File: config.mk
export PLATFORM = sky130hd
export DESIGN_NAME = fetch_unit_flat
export DESIGN_NICKNAME = d
export VERILOG_FILES = /design/src/rtl/fetch_unit_pkg.sv /design/src/rtl/fetch_unit_if.sv /design/src/rtl/fetch_unit.sv /design/src/flat_wrapper.sv
export SDC_FILE = /design/constraint.sdc
export NUM_CORES = 1
export LEC_CHECK = 0
export BUFFER_PORTS_ARGS = -buffer_cell sky130_fd_sc_hd__buf_2
export CORE_MARGIN = 2
export CORE_UTILIZATION = 42
export CTS_CLUSTER_DIAMETER = 80
export CTS_CLUSTER_SIZE = 40
export DETAILED_ROUTE_END_ITERATION = 8
export PLACE_DENSITY = 0.76
export SYNTH_ARGS = -nofsm -noshare
export SYNTH_HDL_FRONTEND = slang
export SYNTH_SLANG_ARGS = --single-unit
File: constraint.sdc
create_clock -name clk -period 1.5 [get_ports clk]
set_input_delay 0.15 -clock clk [delete_from_list [all_inputs] [get_ports clk]]
set_output_delay 0.15 -clock clk [all_outputs]
set_load 0.01 [all_outputs]
File: src/rtl/fetch_unit_pkg.sv
// Shared widths, opcode field, halt opcode and FSM state encoding for the fetch stage.
package fetch_unit_pkg;
  localparam int ADDR_W = 6;
  localparam int DATA_W = 16;
  localparam int OPC_HI = 15;
  localparam int OPC_LO = 12;
  localparam logic [3:0]        HALT_OPCODE = 4'hF;
  localparam logic [ADDR_W-1:0] RESET_PC    = '0;

  typedef enum logic [1:0] {
    IDLE   = 2'd0,
    FILL   = 2'd1,
    RUN    = 2'd2,
    HALTED = 2'd3
  } state_t;

  function automatic logic is_halt(input logic [OPC_HI-OPC_LO:0] opc);
    return opc == HALT_OPCODE;
  endfunction
endpackage

File: src/rtl/fetch_unit_if.sv
// Fetch-stage bus: instruction-memory address/data, decode handshake, redirect and status.
interface fetch_unit_if;
  import fetch_unit_pkg::*;

  logic              start;
  logic [ADDR_W-1:0] pc_out;
  logic [DATA_W-1:0] imem_data;
  logic [DATA_W-1:0] ir_out;
  logic [ADDR_W-1:0] ir_pc;
  logic              ir_valid;
  logic              ir_ready;
  logic              redirect;
  logic [ADDR_W-1:0] redirect_pc;
  logic              halted;
  logic [15:0]       fetch_count;

  modport master (
    input  start, imem_data, ir_ready, redirect, redirect_pc,
    output pc_out, ir_out, ir_pc, ir_valid, halted, fetch_count
  );

  modport slave (
    output start, imem_data, ir_ready, redirect, redirect_pc,
    input  pc_out, ir_out, ir_pc, ir_valid, halted, fetch_count
  );
endinterface

File: src/rtl/fetch_unit.sv
// PC and fetch control in front of a 1-cycle synchronous instruction memory.
// Stalls by re-presenting pc_q to the memory, so no skid buffer is required.
module fetch_unit
  import fetch_unit_pkg::*;
(
  input  logic         clk,
  input  logic         rst_n,
  fetch_unit_if.master fb
);

  state_t            state;
  logic [ADDR_W-1:0] pc_q;
  logic [15:0]       count_q;
  logic              ir_valid;
  logic              accept;
  logic              halt_op;
  logic [ADDR_W-1:0] pc_inc;

  assign halt_op  = is_halt(fb.imem_data[OPC_HI:OPC_LO]);
  assign ir_valid = (state == RUN) && !fb.redirect;
  assign accept   = ir_valid && fb.ir_ready;
  assign pc_inc   = pc_q + 1'b1;

  // Redirect in IDLE only reloads pc_q; the memory picks it up in FILL.
  always_comb begin
    fb.pc_out = pc_q;
    if (fb.redirect && state != IDLE)
      fb.pc_out = fb.redirect_pc;
    else if (accept && !halt_op)
      fb.pc_out = pc_inc;
  end

  assign fb.ir_valid    = ir_valid;
  assign fb.ir_out      = ir_valid ? fb.imem_data : '0;
  assign fb.ir_pc       = pc_q;
  assign fb.halted      = (state == HALTED);
  assign fb.fetch_count = count_q;

  always_ff @(posedge clk or negedge rst_n) begin
    if (!rst_n) begin
      state   <= IDLE;
      pc_q    <= RESET_PC;
      count_q <= '0;
    end else if (fb.redirect) begin
      pc_q  <= fb.redirect_pc;
      state <= (state == IDLE) ? IDLE : FILL;
    end else begin
      case (state)
        IDLE:   if (fb.start) state <= FILL;
        FILL:   state <= RUN;
        RUN: begin
          if (accept) begin
            if (count_q != 16'hFFFF) count_q <= count_q + 16'd1;
            if (halt_op) state <= HALTED;
            else         pc_q  <= pc_inc;
          end
        end
        HALTED: state <= HALTED;
        default: state <= IDLE;
      endcase
    end
  end

endmodule

File: src/flat_wrapper.sv
// flat-port wrapper written by rule: the top's interface ports become plain ports
module fetch_unit_flat import fetch_unit_pkg::*;
  (clk, rst_n, fb_start, fb_imem_data, fb_ir_ready, fb_redirect, fb_redirect_pc, fb_pc_out, fb_ir_out, fb_ir_pc, fb_ir_valid, fb_halted, fb_fetch_count);
  fetch_unit_if fb_i ();
  input  logic clk;
  input  logic rst_n;
  input wire logic [$bits(fb_i.start)-1:0] fb_start;
  input wire logic [$bits(fb_i.imem_data)-1:0] fb_imem_data;
  input wire logic [$bits(fb_i.ir_ready)-1:0] fb_ir_ready;
  input wire logic [$bits(fb_i.redirect)-1:0] fb_redirect;
  input wire logic [$bits(fb_i.redirect_pc)-1:0] fb_redirect_pc;
  output wire logic [$bits(fb_i.pc_out)-1:0] fb_pc_out;
  output wire logic [$bits(fb_i.ir_out)-1:0] fb_ir_out;
  output wire logic [$bits(fb_i.ir_pc)-1:0] fb_ir_pc;
  output wire logic [$bits(fb_i.ir_valid)-1:0] fb_ir_valid;
  output wire logic [$bits(fb_i.halted)-1:0] fb_halted;
  output wire logic [$bits(fb_i.fetch_count)-1:0] fb_fetch_count;
  assign fb_i.start = fb_start;
  assign fb_i.imem_data = fb_imem_data;
  assign fb_i.ir_ready = fb_ir_ready;
  assign fb_i.redirect = fb_redirect;
  assign fb_i.redirect_pc = fb_redirect_pc;
  assign fb_pc_out = fb_i.pc_out;
  assign fb_ir_out = fb_i.ir_out;
  assign fb_ir_pc = fb_i.ir_pc;
  assign fb_ir_valid = fb_i.ir_valid;
  assign fb_halted = fb_i.halted;
  assign fb_fetch_count = fb_i.fetch_count;
  fetch_unit u_core (.clk(clk), .rst_n(rst_n), .fb(fb_i));
endmodule
Yosys cells after proc, flatten, opt, wreduce, memory -nomap -nowiden
Index checks and enable logic that the tools add are counted.
{ "word_totals": {"register_bits": 24, "in_bits": 27, "output_inout_bits": 46, "elab_cells": 41} }
{ "op_classes": {"add_sub_neg": 2, "n_eq_ne": 9, "muxes": 13, "bitwise": 1, "n_reduce_logical": 13} }
{ "op_table": {"columns": ["cell", "n"], "rows": [
  ["two-way mux 6 bit", 6],
  ["adder 16 x 1 -> 16 bit (second input constant)", 1],
  ["two-way mux 16 bit", 1],
  ["!= test 16 bit (second input constant)", 1],
  ["two-way mux 2 bit", 4],
  ["case mux 2 bit (4 select lines)", 1],
  ["adder 6 x 1 -> 6 bit (second input constant)", 1],
  ["!= test 3 x 2 -> 1 bit (second input constant)", 2],
  ["AND reduction 3 bit", 2],
  ["nonzero test 2 bit", 3],
  ["== test 2 bit (second input constant)", 2],
  ["== test 4 bit (second input constant)", 1],
  ["logical AND 1 bit", 4],
  ["AND reduction 4 bit", 1],
  ["!= test 3 bit (second input constant)", 1],
  ["== test 2 x 1 -> 1 bit (second input constant)", 1],
  ["zero test 1 bit", 2],
  ["zero test 2 bit", 1],
  ["!= test 2 bit (second input constant)", 1],
  ["two-way mux 1 bit", 1],
  ["inverter 1 bit", 1]
]} }

Depth between registers and ports, before layout
{ "logic_depth": {"ltp_word": 6, "depth_mapped": 6, "depth_no_buf": 5} }

Worst setup path after synthesis
OpenSTA, ideal clock, no wires.
{ "synth_path": {"path_type": "register -> register", "start": "register u_core.count_q[0] (netlist: u_core.fb.fetch_count[0])", "end": "register u_core.count_q[1] (netlist: u_core.fb.fetch_count[1])", "arrival_ns": 1.572, "slack_ns": -0.197, "stages_incl_launch_ff": 7, "path_cell_list": "dfrtp_1 > ha_1 > nand4_4 > and4b_1 > buf_6 > nor2_4 > mux2_4"} }
{ "synth_between": {"elab_chain_len": 2, "elab_cells_between_ends": 3, "cone_classes": "add/sub (1); eq/ne (1); reduce/logical (1)"} }
{ "synth_rtl": {"columns": ["item", "line_no", "rtl"], "rows": [
  ["start: declaration", "fetch_unit.sv:13", "logic [15:0] count_q;"],
  ["start signal: assignment", "fetch_unit.sv:53", "if (count_q != 16'hFFFF) count_q <= count_q + 16'd1;"],
  ["parallel branches: the longest is 2 deep, another holds adder 16 x 1 -> 16 bit", null, null]
]} }
Several ways; the timed one is not identified.
A chain may end at the register's enable or synchronous reset.

Worst setup path in the final report
{ "layout_path": {"start": "register u_core.state[0]", "end": "output fb_pc_out[4]"} }
{ "layout_between": {"elab_chain_len": 6, "elab_cells_between_ends": 8, "cone_classes": "eq/ne (1); mux (2); reduce/logical (5)"} }
{ "layout_rtl": {"columns": ["item", "line_no", "rtl"], "rows": [
  ["start: declaration", "fetch_unit.sv:11", "state_t state;"],
  ["start signal: assignment", "fetch_unit.sv:46", "state <= (state == IDLE) ? IDLE : FILL;"],
  ["== test 2 bit", "fetch_unit.sv:20", "assign ir_valid = (state == RUN) && !fb.redirect;"],
  ["logical AND 1 bit", "fetch_unit.sv:20", null],
  ["logical AND 1 bit", "fetch_unit.sv:21", "assign accept = ir_valid && fb.ir_ready;"],
  ["logical AND 1 bit", "fetch_unit.sv:29", "else if (accept && !halt_op)"],
  ["two-way mux 6 bit", "fetch_unit.sv:29", null],
  ["two-way mux 6 bit (*)", "fetch_unit.sv:27", "if (fb.redirect && state != IDLE)"],
  ["end: declaration", "flat_wrapper.sv:12", "output wire logic [$bits(fb_i.pc_out)-1:0] fb_pc_out;"]
]} }
Mark *: on every way between the ends. The rest lies on a longest branch, timed or not.

==> key figures <==
Detailed routing
  – Routed Antenna Nets: 0
  – Vias post-DR: 1520
  – Routed len/inst: 13.5 um
  – Vias per std cell: 4.86
  – DR pass1 iterations: 4
  – First DRT Iteration DRCs: 36
  – Final wirelength: 4240 um
  – DRC violations left: 0

Yosys
  – Top-count cell post-synth: dfrtp_1
  – Yosys reg bits: 24
  – Ranking of synthesized cells by area: dfrtp_1 (39%), xor2_1 (7.4%), and2_1 (6.9%), mux2i_1 (4.5%), nand3_1 (2.9%)
  – Yosys top cell by area: dfrtp_1
  – Synth Cell Area: 1540 um2
  – Main flop type after synthesis: dfrtp_1
  – EDFF count, synth: 0
  – Post-synth ARST share: 100%
  – Number of distinct library cells after synthesis: 39
  – Part of the Yosys area used for sequential elements: 39.0%
  – Mean post-synth cell area: 10.0 um2
  – Synth Warn #: 0
  – Post-Synthesis Cells: 154
  – Area share of the largest cell type after synthesis: 39.0%
  – Post-synth top cells: dfrtp_1 (24), and2_1 (17), xor2_1 (13)
  – Synthesized Nets: 183

Clocking
  – Worst skew pair latency: 280 ps
  – Clock Path Buffers: 2
  – H-tree depth: 1
  – Sink Count: 24
  – Clk slew on worst S/H paths: 90 ps
  – CTS root buffer: clkbuf_8
  – Total CTS buffers: 3
  – CTS tree: yes

Min path
  – Tightest Hold Check Type: in -> reg
  – HP Start: fb_redirect_pc[2]
  – Hold Path End: u_core.fb.ir_pc[2]
  – Hold Path Cell Cnt: 3

STA
  – Sum of negative setup slack: -4590 ps
  – Final hold viol count: 0
  – Final Cycle Share: 119%
  – Worst Max-Slew Pin Slew: 554 ps
  – RSZ-0062 raised after global routing: true
  – Slack of the critical path: -282 ps
  – Achievable Freq: 0.561 GHz
  – Final Slew Violations: 0
  – Clock Skews: 10.3 ps
  – Fin crit period: 1780 ps
  – Final setup fails: 26
  – Slew HR: 63.1%

Power and ir drop
  – Max VDD drop: 0.000584 V
  – P per Cell Area: 828 nW/um2
  – LEAKAGE: 1.33 nW

Floorplanning
  – I/O pin count: 73
  – Die ar.: 4170 um2
  – Rows: 22
  – Core Region: 3610 um2
  – Initial Util: 42.7%
  – Die width: 64.6 um
  – Die Y: 64.6 um

Global route
  – GR Layer Usage met3: 3.47%
  – Pin count of the biggest net entering global routing: 25
  – First-pass GRT wire length: 6790 um
  – Initial antenna violation count: 0
  – Met1 Use GR: 26.9%
  – Total grt overflow: 0
  – Met2 usage: 34.5%
  – GRT busiest layer: met2
  – Vias in the first global route: 1477
  – GRT Total Usage: 20.6%

Setup path
  – CP endpoint kind: output pin
  – Setup slack, reg-to-reg: -60 ps
  – Maximum fanout along the worst path: 6
  – Reg2reg end: u_core.fb.fetch_count[1]
  – R2R cell count: 5
  – CP required: 1350 ps
  – Startpoint class of the critical path: flip-flop
  – CP arrival: 1630 ps
  – Crit Reg-Reg Startpoint: u_core.fb.fetch_count[0]
  – Critical path class: reg -> out

Status
  – Outcome: complete, but fails checks
  – Failing checks: setup timing

Cells and area
  – Share of layout cells above drive strength 1: 57.7%
  – P&R area growth vs syn: 60.6%
  – ANT cells: 0
  – Nets: 295

Job
  – Max-cap viol count: 0

Placement
  – Detail Placement HPWL: 3120 um
  – Number of port buffers: 72
  – Dpl ws: -110 ps
  – Final GP Congestion: 0.821
[worst max-delay path by stage]
stage	start	end	cells after the start
finish	u_core.state[0]	fb_pc_out[4]	5
global route	u_core.state[0]	fb_pc_out[4]	5
CTS	u_core.fb.ir_pc[0]	fb_pc_out[4]	6
detailed placement	u_core.fb.fetch_count[1]	u_core.fb.fetch_count[9]	6
global placement	u_core.fb.fetch_count[1]	u_core.fb.fetch_count[9]	6
floorplan	u_core.fb.fetch_count[0]	u_core.fb.fetch_count[1]	6
[stage by stage]
stage | util [%] | instance area [um2] | instances | total power (W) | hold slack [ps]
after global routing | 68.6 | 2470 | 313 | 0.00217 | 102
final | 68.6 | 2470 | 313 | 0.00205 | 103
after global placement | 61.3 | 2210 | 303 | 0.00139 | 162
after CTS | 66.0 | 2380 | 313 | 0.00204 | 102
after floorplan | - | 1570 | 154 | 0.00110 | -146
after detailed placement | 61.3 | 2210 | 303 | 0.00141 | 166
[power by group]
part / internal (W) / switching [W] / leakage (nW)
logic: 0.000362 / 0.000314 / 0.985
clock network: 0.000358 / 0.000222 / 0.0357
registers: 0.000718 / 0.0000741 / 0.305
[state kept, by name (all words and copies together), names as in the netlist]
name                   cells
u_core.fb.fetch_count     16
u_core.fb.ir_pc            6
u_core.state               2
[logic make-up (layout without fill, tap and decap cells)]
group	count (synthesis)	in the layout	share of synthesized area, %
XOR/XNOR	17	17	9.66
flip-flops	24	24	39.0
AO/OA/AOI/OAI	16	16	5.93
multiplexers	10	10	6.98
adder cells (fa/ha/maj)	2	2	1.62
buffers and inverters	13	124	4.06
AND/OR/NAND/NOR	72	72	32.8
[worst max-delay path, cell delays in order (launching register included)]
cell and delay [ps]:
dfrtp_1 390, and4bb_4 360, nand3_2 110, xor2_2 210
a21oi_1 140, buf_2 140
[cells in the final DEF (no fill, tap or decap), types with 5 or more instances in the layout]
| master | instances |
|---|---|
| a21oi_1 | 7 |
| and2_1 | 16 |
| buf_2 | 71 |
| buf_4 | 35 |
| buf_6 | 5 |
| dfrtp_1 | 18 |
| dfrtp_2 | 6 |
| inv_1 | 7 |
| mux2i_1 | 6 |
| nand2_1 | 5 |
| nand3_1 | 6 |
| nor2_1 | 9 |
| xor2_1 | 12 |
[metal layers]
metal,routed length (um),vias up
li1,-,760
met3,148,7
met5,0,-
met4,56,0
met1,1890,721
met2,2140,32
[final cells by class]
class / count / area, um2
clock buffer: 3 / 41.3
clock inverter: 1 / 30.0
fill: 285 / 1130
inverter: 7 / 26.3
multi-input combinational: 117 / 1000
sequential: 24 / 608
tap: 48 / 60.1
timing repair buffer: 113 / 704
[repair_timing]
item,4_1_cts,5_1_grt
resized for setup,10,20
hold endpoints to repair,24,0
setup endpoints to repair,33,35
pin swaps,8,10
setup buffers,6,1
gates cloned,0,0
hold buffers,1,0
(Power assumes the default switching activity.)
